### config.mk
export PLATFORM = sky130hd
export DESIGN_NAME = sync_freq_meter
export DESIGN_NICKNAME = d
export VERILOG_FILES = /design/src/rtl/sync_pkg.sv /design/src/rtl/edge_det.sv /design/src/rtl/sync_freq_meter.sv
export SDC_FILE = /design/constraint.sdc
export NUM_CORES = 1
export LEC_CHECK = 0
export ABC_AREA = 0
export BUFFER_PORTS_ARGS = -buffer_cell sky130_fd_sc_hd__buf_2
export CAP_MARGIN = 20
export CORE_ASPECT_RATIO = 2
export CORE_MARGIN = 2
export CORE_UTILIZATION = 30
export DETAILED_ROUTE_END_ITERATION = 16
export PLACE_DENSITY = 0.55
export SYNTH_ARGS = -nofsm -noshare
export SYNTH_HDL_FRONTEND = slang
export SYNTH_SLANG_ARGS = --single-unit
### constraint.sdc
create_clock -name clk -period 4.2 [get_ports clk]
set_input_delay 0.84 -clock clk [delete_from_list [all_inputs] [get_ports clk]]
set_output_delay 0.84 -clock clk [all_outputs]
set_load 0.03 [all_outputs]
### src/rtl/sync_pkg.sv
// Shared definitions for the synchronized frequency meter: FSM state encoding,
// output byte select codes and status byte layout.
package sync_pkg;

    typedef enum logic [1:0] {
        IDLE    = 2'd0,
        ARM     = 2'd1,
        MEASURE = 2'd2,
        DONE    = 2'd3
    } state_t;

    localparam logic [2:0] SEL_PER_LO = 3'd0;
    localparam logic [2:0] SEL_PER_HI = 3'd1;
    localparam logic [2:0] SEL_STB    = 3'd2;
    localparam logic [2:0] SEL_STATUS = 3'd3;
    localparam logic [2:0] SEL_EDGES  = 3'd4;

    localparam int ST_VALID_BIT   = 7;
    localparam int ST_BUSY_BIT    = 6;
    localparam int ST_TIMEOUT_BIT = 5;
    localparam int ST_SAT_BIT     = 4;

    function automatic logic [7:0] status_byte(input logic valid, input logic busy,
                                               input logic timeout, input logic sat,
                                               input state_t st);
        logic [7:0] b;
        b = {6'b0, st};
        b[ST_VALID_BIT]   = valid;
        b[ST_BUSY_BIT]    = busy;
        b[ST_TIMEOUT_BIT] = timeout;
        b[ST_SAT_BIT]     = sat;
        return b;
    endfunction

endpackage

### src/rtl/edge_det.sv
// Rising-edge detector on an already-synchronized level: one delay register,
// combinational rise output valid in the cycle the new level is first seen.
module edge_det (
    input  logic clk,
    input  logic rst,
    input  logic level,
    output logic rise
);
    logic level_d;

    always_ff @(posedge clk) begin
        if (rst) level_d <= 1'b0;
        else     level_d <= level;
    end

    assign rise = level & ~level_d;

endmodule

### src/rtl/sync_freq_meter.sv
// Measures clk cycles across N_EDGES clk_2 periods per strobe, with timeout,
// saturation and a strobe event count, all readable through a registered byte mux.
module sync_freq_meter
    import sync_pkg::*;
#(
    parameter int CNT_W     = 16,
    parameter int N_EDGES   = 8,
    parameter int TO_CYCLES = 1023
) (
    input  logic       clk,
    input  logic       rst,
    input  logic       ena,
    input  logic       clk2_s,
    input  logic       stb_s,
    input  logic [2:0] sel,
    output logic [7:0] data_out,
    output logic       valid,
    output logic       busy
);
    localparam int TO_W = $clog2(TO_CYCLES + 1);
    localparam logic [CNT_W-1:0] PER_MAX   = {CNT_W{1'b1}};
    localparam logic [TO_W-1:0]  TO_LAST   = TO_W'(TO_CYCLES - 1);
    localparam logic [7:0]       EDGE_LAST = 8'(N_EDGES - 1);

    state_t           state, state_nxt;
    logic             clk2_rise, stb_rise;
    logic [CNT_W-1:0] period;
    logic [TO_W-1:0]  to_cnt;
    logic [7:0]       edge_cnt;
    logic [7:0]       stb_cnt;
    logic             timeout, sat;
    logic             to_last, edge_last;
    logic [15:0]      per_ext;
    logic [7:0]       mux_byte;

    edge_det u_clk2_det (.clk(clk), .rst(rst), .level(clk2_s), .rise(clk2_rise));
    edge_det u_stb_det  (.clk(clk), .rst(rst), .level(stb_s),  .rise(stb_rise));

    assign to_last   = (to_cnt == TO_LAST);
    assign edge_last = (edge_cnt == EDGE_LAST);

    always_ff @(posedge clk) begin
        if (rst) state <= IDLE;
        else     state <= state_nxt;
    end

    // A rise on the final edge takes priority over an expiring timeout.
    always_comb begin
        state_nxt = state;
        if (!ena) begin
            state_nxt = IDLE;
        end else begin
            unique case (state)
                IDLE:    if (stb_rise) state_nxt = ARM;
                ARM:     if (clk2_rise) state_nxt = MEASURE;
                         else if (to_last) state_nxt = DONE;
                MEASURE: if (clk2_rise ? edge_last : to_last) state_nxt = DONE;
                DONE:    state_nxt = IDLE;
            endcase
        end
    end

    always_comb begin
        busy = (state == ARM) || (state == MEASURE);
    end

    always_ff @(posedge clk) begin
        if (rst) begin
            period   <= '0;
            to_cnt   <= '0;
            edge_cnt <= '0;
            stb_cnt  <= '0;
            timeout  <= 1'b0;
            sat      <= 1'b0;
            valid    <= 1'b0;
        end else if (ena) begin
            if (stb_rise) stb_cnt <= stb_cnt + 8'd1;
            unique case (state)
                IDLE: if (stb_rise) begin
                    period   <= '0;
                    to_cnt   <= '0;
                    edge_cnt <= '0;
                    timeout  <= 1'b0;
                    sat      <= 1'b0;
                    valid    <= 1'b0;
                end
                ARM: begin
                    if (clk2_rise) begin
                        period   <= '0;
                        edge_cnt <= '0;
                        to_cnt   <= '0;
                    end else if (to_last) begin
                        timeout <= 1'b1;
                        valid   <= 1'b1;
                    end else begin
                        to_cnt <= to_cnt + TO_W'(1);
                    end
                end
                MEASURE: begin
                    if (period == PER_MAX) sat <= 1'b1;
                    else                   period <= period + CNT_W'(1);
                    if (clk2_rise) begin
                        edge_cnt <= edge_cnt + 8'd1;
                        to_cnt   <= '0;
                        if (edge_last) valid <= 1'b1;
                    end else if (to_last) begin
                        timeout <= 1'b1;
                        valid   <= 1'b1;
                    end else begin
                        to_cnt <= to_cnt + TO_W'(1);
                    end
                end
                DONE: ;
            endcase
        end
    end

    assign per_ext = 16'(period);

    always_comb begin
        mux_byte = 8'h00;
        case (sel)
            SEL_PER_LO: mux_byte = per_ext[7:0];
            SEL_PER_HI: mux_byte = per_ext[15:8];
            SEL_STB:    mux_byte = stb_cnt;
            SEL_STATUS: mux_byte = status_byte(valid, busy, timeout, sat, state);
            SEL_EDGES:  mux_byte = edge_cnt;
            default:    mux_byte = 8'h00;
        endcase
    end

    always_ff @(posedge clk) begin
        if (rst) data_out <= 8'h00;
        else     data_out <= mux_byte;
    end

endmodule

==> run summary <==
======================================================================================================
Cell type contributing the most total cell area after synthesis                           sky130_fd_sc_hd__dfxtp_1
Arrival time at the worst endpoint                                                             1.54 ns
Minimum setup slack in the final design                                                        1.82 ns
Achievable clock frequency                                                                   0.421 GHz
Relative slew slack                                                                              0.562
Reg2Reg Launch Point                                                                          state[0]
Unrepaired setup endpoints after global routing                                                  false
Die outline width                                                                              75.4 um
Worst hold slack                                                                              0.479 ns
Mean instance size in the synthesized netlist                                                 8.82 um2
TritonCTS clock tree                                                                             built
Clock tree root driver cell                                                               sky130_fd_sc_hd__clkbuf_16
Count of port buffers added during placement                                                        17
Height of the die                                                                               147 um
Routed wire length per instance                                                                16.4 um
Number of synthesis warnings                                                                         0
Antenna violations before repair                                                                     0
Required time of the critical path                                                             3.36 ns
Count of standard-cell rows                                                                         52
Share of synthesized registers carrying an async set or reset                                        0
Worst clock skew on the final layout                                                        0.00879 ns
Final critical delay including setup and external delays                                       2.38 ns
Clk sinks                                                                                           57
RR Endpoint                                                                                edge_cnt[4]
Class of the tightest hold or removal check                                                    reg2reg
Area inside the core boundary                                                                10000 um2
Total half-perimeter wirelength after legalization and detailed placement                      6170 um
Portion of synthesized cell area occupied by the leading cell type                               0.373
R2R Setup Slk                                                                                  1.83 ns
Hold buffer count at CTS                                                                             0
Finish-stage setup viols                                                                             0
Clk buf depth                                                                                        2
Die area                                                                                     11100 um2
Number of inserted diodes                                                                            0
Max-cap viol count                                                                                   0
Synth cell types                                                                                    55
Count of flip-flops with a built-in enable after synthesis                                           0
Final wirelength                                                                               8160 um
Run status                                                                                finished clean
Number of detailed-route iterations in the first pass                                                4
H-Tree Depth                                                                                         3
Pin count of the biggest net entering global routing                                                30
Worst Hold Depth                                                                                     1
Leading register cell type out of synthesis                                               sky130_fd_sc_hd__dfxtp_1
Critical Path End Type                                                                     output port
Clock transition at the register clock pins on the worst setup and hold paths after CTS        0.05 ns
Maximum fanout along the worst path                                                                  6
Number of global-route vias before repair                                                         2493
Number of buffers inserted during clock tree synthesis                                               9
Post_cts resized                                                                                     0
Filler cell count in the final layout                                                             1090
Type of the worst setup path                                                                   reg2out
Avg Vias per Cell                                                                                 5.23
Proportion of synthesized chip area in sequential cells                                          0.373
Number of nets in the synthesized netlist                                                          365
Routed via count                                                                                  2600
Startpoint kind of the worst setup timing path                                                register
End point of the worst hold path                                                               timeout
#FFs+latches synth                                                                                  57
Worst reg-to-reg path cell count                                                                     7
Dominant cells by area after synthesis                                                    sky130_fd_sc_hd__dfxtp_1 37%, sky130_fd_sc_hd__nor2_1 5.9%, sky130_fd_sc_hd__xor2_1 5.4%
Overflow left after global routing                                                                   0
Worst Min Path Start                                                                           timeout
Initial Util                                                                                     0.306
Final total negative setup slack                                                                  0 ns
Share of post-route cells with drive strength above 1                                            0.133
Antenna Nets Post-Route                                                                              0
Portion of the clock cycle consumed by the worst path in the final layout                        0.566
Pwr dens                                                                                    387 nW/um2
Overall routing resource usage                                                                   0.155
IO Count                                                                                            18
Post-CTS repair timing setup buffer count                                                            0
Worst-case vdd ir drop                                                                          213 uV
Clock latency of the later-clocked register in the worst-skew pair                             0.33 ns
Endpoints failing hold                                                                               0
Max-slew violation count                                                                             0
Routability congestion estimate from global placement                                            0.915
Total number of nets in the final design                                                           376
Post-Synthesis Cell Area                                                                      3060 um2
Global-route wire length before repair                                                        12600 um
DRC violation total after the first TritonRoute iteration                                           91
Post-route DRC                                                                                       0
Static Leak                                                                                    1.24 nW
Measured slew at the worst slew-check pin                                                     0.658 ns
Post-placement setup slack                                                                     1.65 ns
Cell count after synthesis                                                                         347
Area growth, synth to finish                                                                     15.4%
======================================================================================================
area by class of cell:
| type | count | area (um2) | area share |
|---|---|---|---|
| clock inverters | 5 | 56.3 | 0.0159 |
| flip-flops and latches | 57 | 1140 | 0.323 |
| repair buffers | 17 | 85.1 | 0.0241 |
| well taps | 135 | 169 | 0.0478 |
| multi-input cells | 267 | 1820 | 0.515 |
| inverters | 6 | 22.5 | 0.00638 |
| clock buffers | 10 | 239 | 0.0677 |
flip-flops by register name (all words and copies together) (netlist names):
register            flops
to_cnt                 10
valid                   1
state                   2
data_out                8
edge_cnt                8
u_clk2_det.level_d      1
stb_cnt                 8
per_ext                16
u_stb_det.level_d       1
sat                     1
timeout                 1
worst max-delay path, stage by stage, from the launching register on:
cell and delay (ns):
sky130_fd_sc_hd__dfxtp_1 0.42, sky130_fd_sc_hd__inv_1 0.12, sky130_fd_sc_hd__ha_1 0.42, sky130_fd_sc_hd__buf_2 0.24
metrics by stage:
stage	utilization	cell area (um2)	cells	power, W
after detailed placement	0.323	3240	482	0.000659
after global routing	0.353	3530	497	0.00141
after floorplan	-	3060	347	0.000637
after CTS	0.353	3530	497	0.00138
after global placement	0.323	3240	482	0.000658
final	0.353	3530	497	0.00137
worst max path at each step:
| stage | slack (ns) | start | cells past startpoint | to |
|---|---|---|---|---|
| 6_report | 1.82 | state[1] | 3 | busy |
| 2_1_floorplan | 2.02 | clk2_s | 6 | per_ext[3] |
| 4_1_cts | 1.84 | state[0] | 7 | edge_cnt[4] |
| 5_1_grt | 1.60 | state[0] | 7 | edge_cnt[4] |
| 3_5_place_dp | 1.65 | clk2_s | 6 | per_ext[3] |
| 3_3_place_gp | 1.67 | clk2_s | 6 | per_ext[3] |
logic make-up after synthesis:
| logic type | Yosys count | synth area share |
|---|---|---|
| simple gates | 140 | 0.238 |
| buf+inv | 23 | 0.0331 |
| fa+ha+maj | 10 | 0.0409 |
| flops | 57 | 0.373 |
| compound gates | 78 | 0.193 |
| mux | 12 | 0.0454 |
| xor+xnor | 27 | 0.0772 |
layer usage:
layer,vias to the layer above,global-route usage,share of wire
met5,-,0,0
met4,0,0.122,0.063
met3,23,0.0267,0.023
met2,49,0.272,0.56
met1,1234,0.149,0.36
li1,1294,-,-
cells in the final DEF, fill, tap and decap left out, types with 4 or more instances in the layout:
cell,Yosys,final
sky130_fd_sc_hd__and3_1,5,5
sky130_fd_sc_hd__clkbuf_16,0,9
sky130_fd_sc_hd__and2_1,4,4
sky130_fd_sc_hd__nor2b_1,6,6
sky130_fd_sc_hd__xnor2_1,8,8
sky130_fd_sc_hd__nor2_1,48,48
sky130_fd_sc_hd__nand2b_1,8,8
sky130_fd_sc_hd__o22a_1,5,5
sky130_fd_sc_hd__nand4_1,14,14
sky130_fd_sc_hd__dfxtp_1,57,57
sky130_fd_sc_hd__inv_1,6,6
sky130_fd_sc_hd__xor2_1,19,19
sky130_fd_sc_hd__buf_2,3,17
sky130_fd_sc_hd__a21oi_1,16,16
sky130_fd_sc_hd__nand3_1,13,13
sky130_fd_sc_hd__ha_1,10,10
sky130_fd_sc_hd__o21ai_0,12,12
sky130_fd_sc_hd__and4_1,6,6
sky130_fd_sc_hd__a22oi_1,11,11
sky130_fd_sc_hd__or3_1,7,7
sky130_fd_sc_hd__mux2_2,5,5
sky130_fd_sc_hd__a211oi_1,4,4
sky130_fd_sc_hd__mux2i_1,6,6
sky130_fd_sc_hd__nand2_1,15,15
sky130_fd_sc_hd__o2111ai_1,7,7
Yosys cell counts, types with 3 or more instances:
cell / instances
sky130_fd_sc_hd__dfxtp_1: 57
sky130_fd_sc_hd__nor2_1: 48
sky130_fd_sc_hd__xor2_1: 19
sky130_fd_sc_hd__a21oi_1: 16
sky130_fd_sc_hd__nand2_1: 15
sky130_fd_sc_hd__nand4_1: 14
sky130_fd_sc_hd__nand3_1: 13
sky130_fd_sc_hd__o21ai_0: 12
sky130_fd_sc_hd__a22oi_1: 11
sky130_fd_sc_hd__ha_1: 10
sky130_fd_sc_hd__clkbuf_1: 8
sky130_fd_sc_hd__nand2b_1: 8
sky130_fd_sc_hd__xnor2_1: 8
sky130_fd_sc_hd__o2111ai_1: 7
sky130_fd_sc_hd__or3_1: 7
sky130_fd_sc_hd__and4_1: 6
sky130_fd_sc_hd__inv_1: 6
sky130_fd_sc_hd__mux2i_1: 6
sky130_fd_sc_hd__nor2b_1: 6
sky130_fd_sc_hd__and3_1: 5
sky130_fd_sc_hd__mux2_2: 5
sky130_fd_sc_hd__o22a_1: 5
sky130_fd_sc_hd__a211oi_1: 4
sky130_fd_sc_hd__and2_1: 4
sky130_fd_sc_hd__buf_1: 4
sky130_fd_sc_hd__buf_2: 3
sky130_fd_sc_hd__nor3_1: 3
sky130_fd_sc_hd__o21a_1: 3
power breakdown:
| part | internal [W] | leakage (nW) | switching, W |
|---|---|---|---|
| Clock | 0.000469 | 0.144 | 0.000250 |
| Sequential | 0.000548 | 0.460 | 0.00000668 |
| Combinational | 0.0000300 | 0.635 | 0.0000640 |
(Power assumes the default switching activity.)
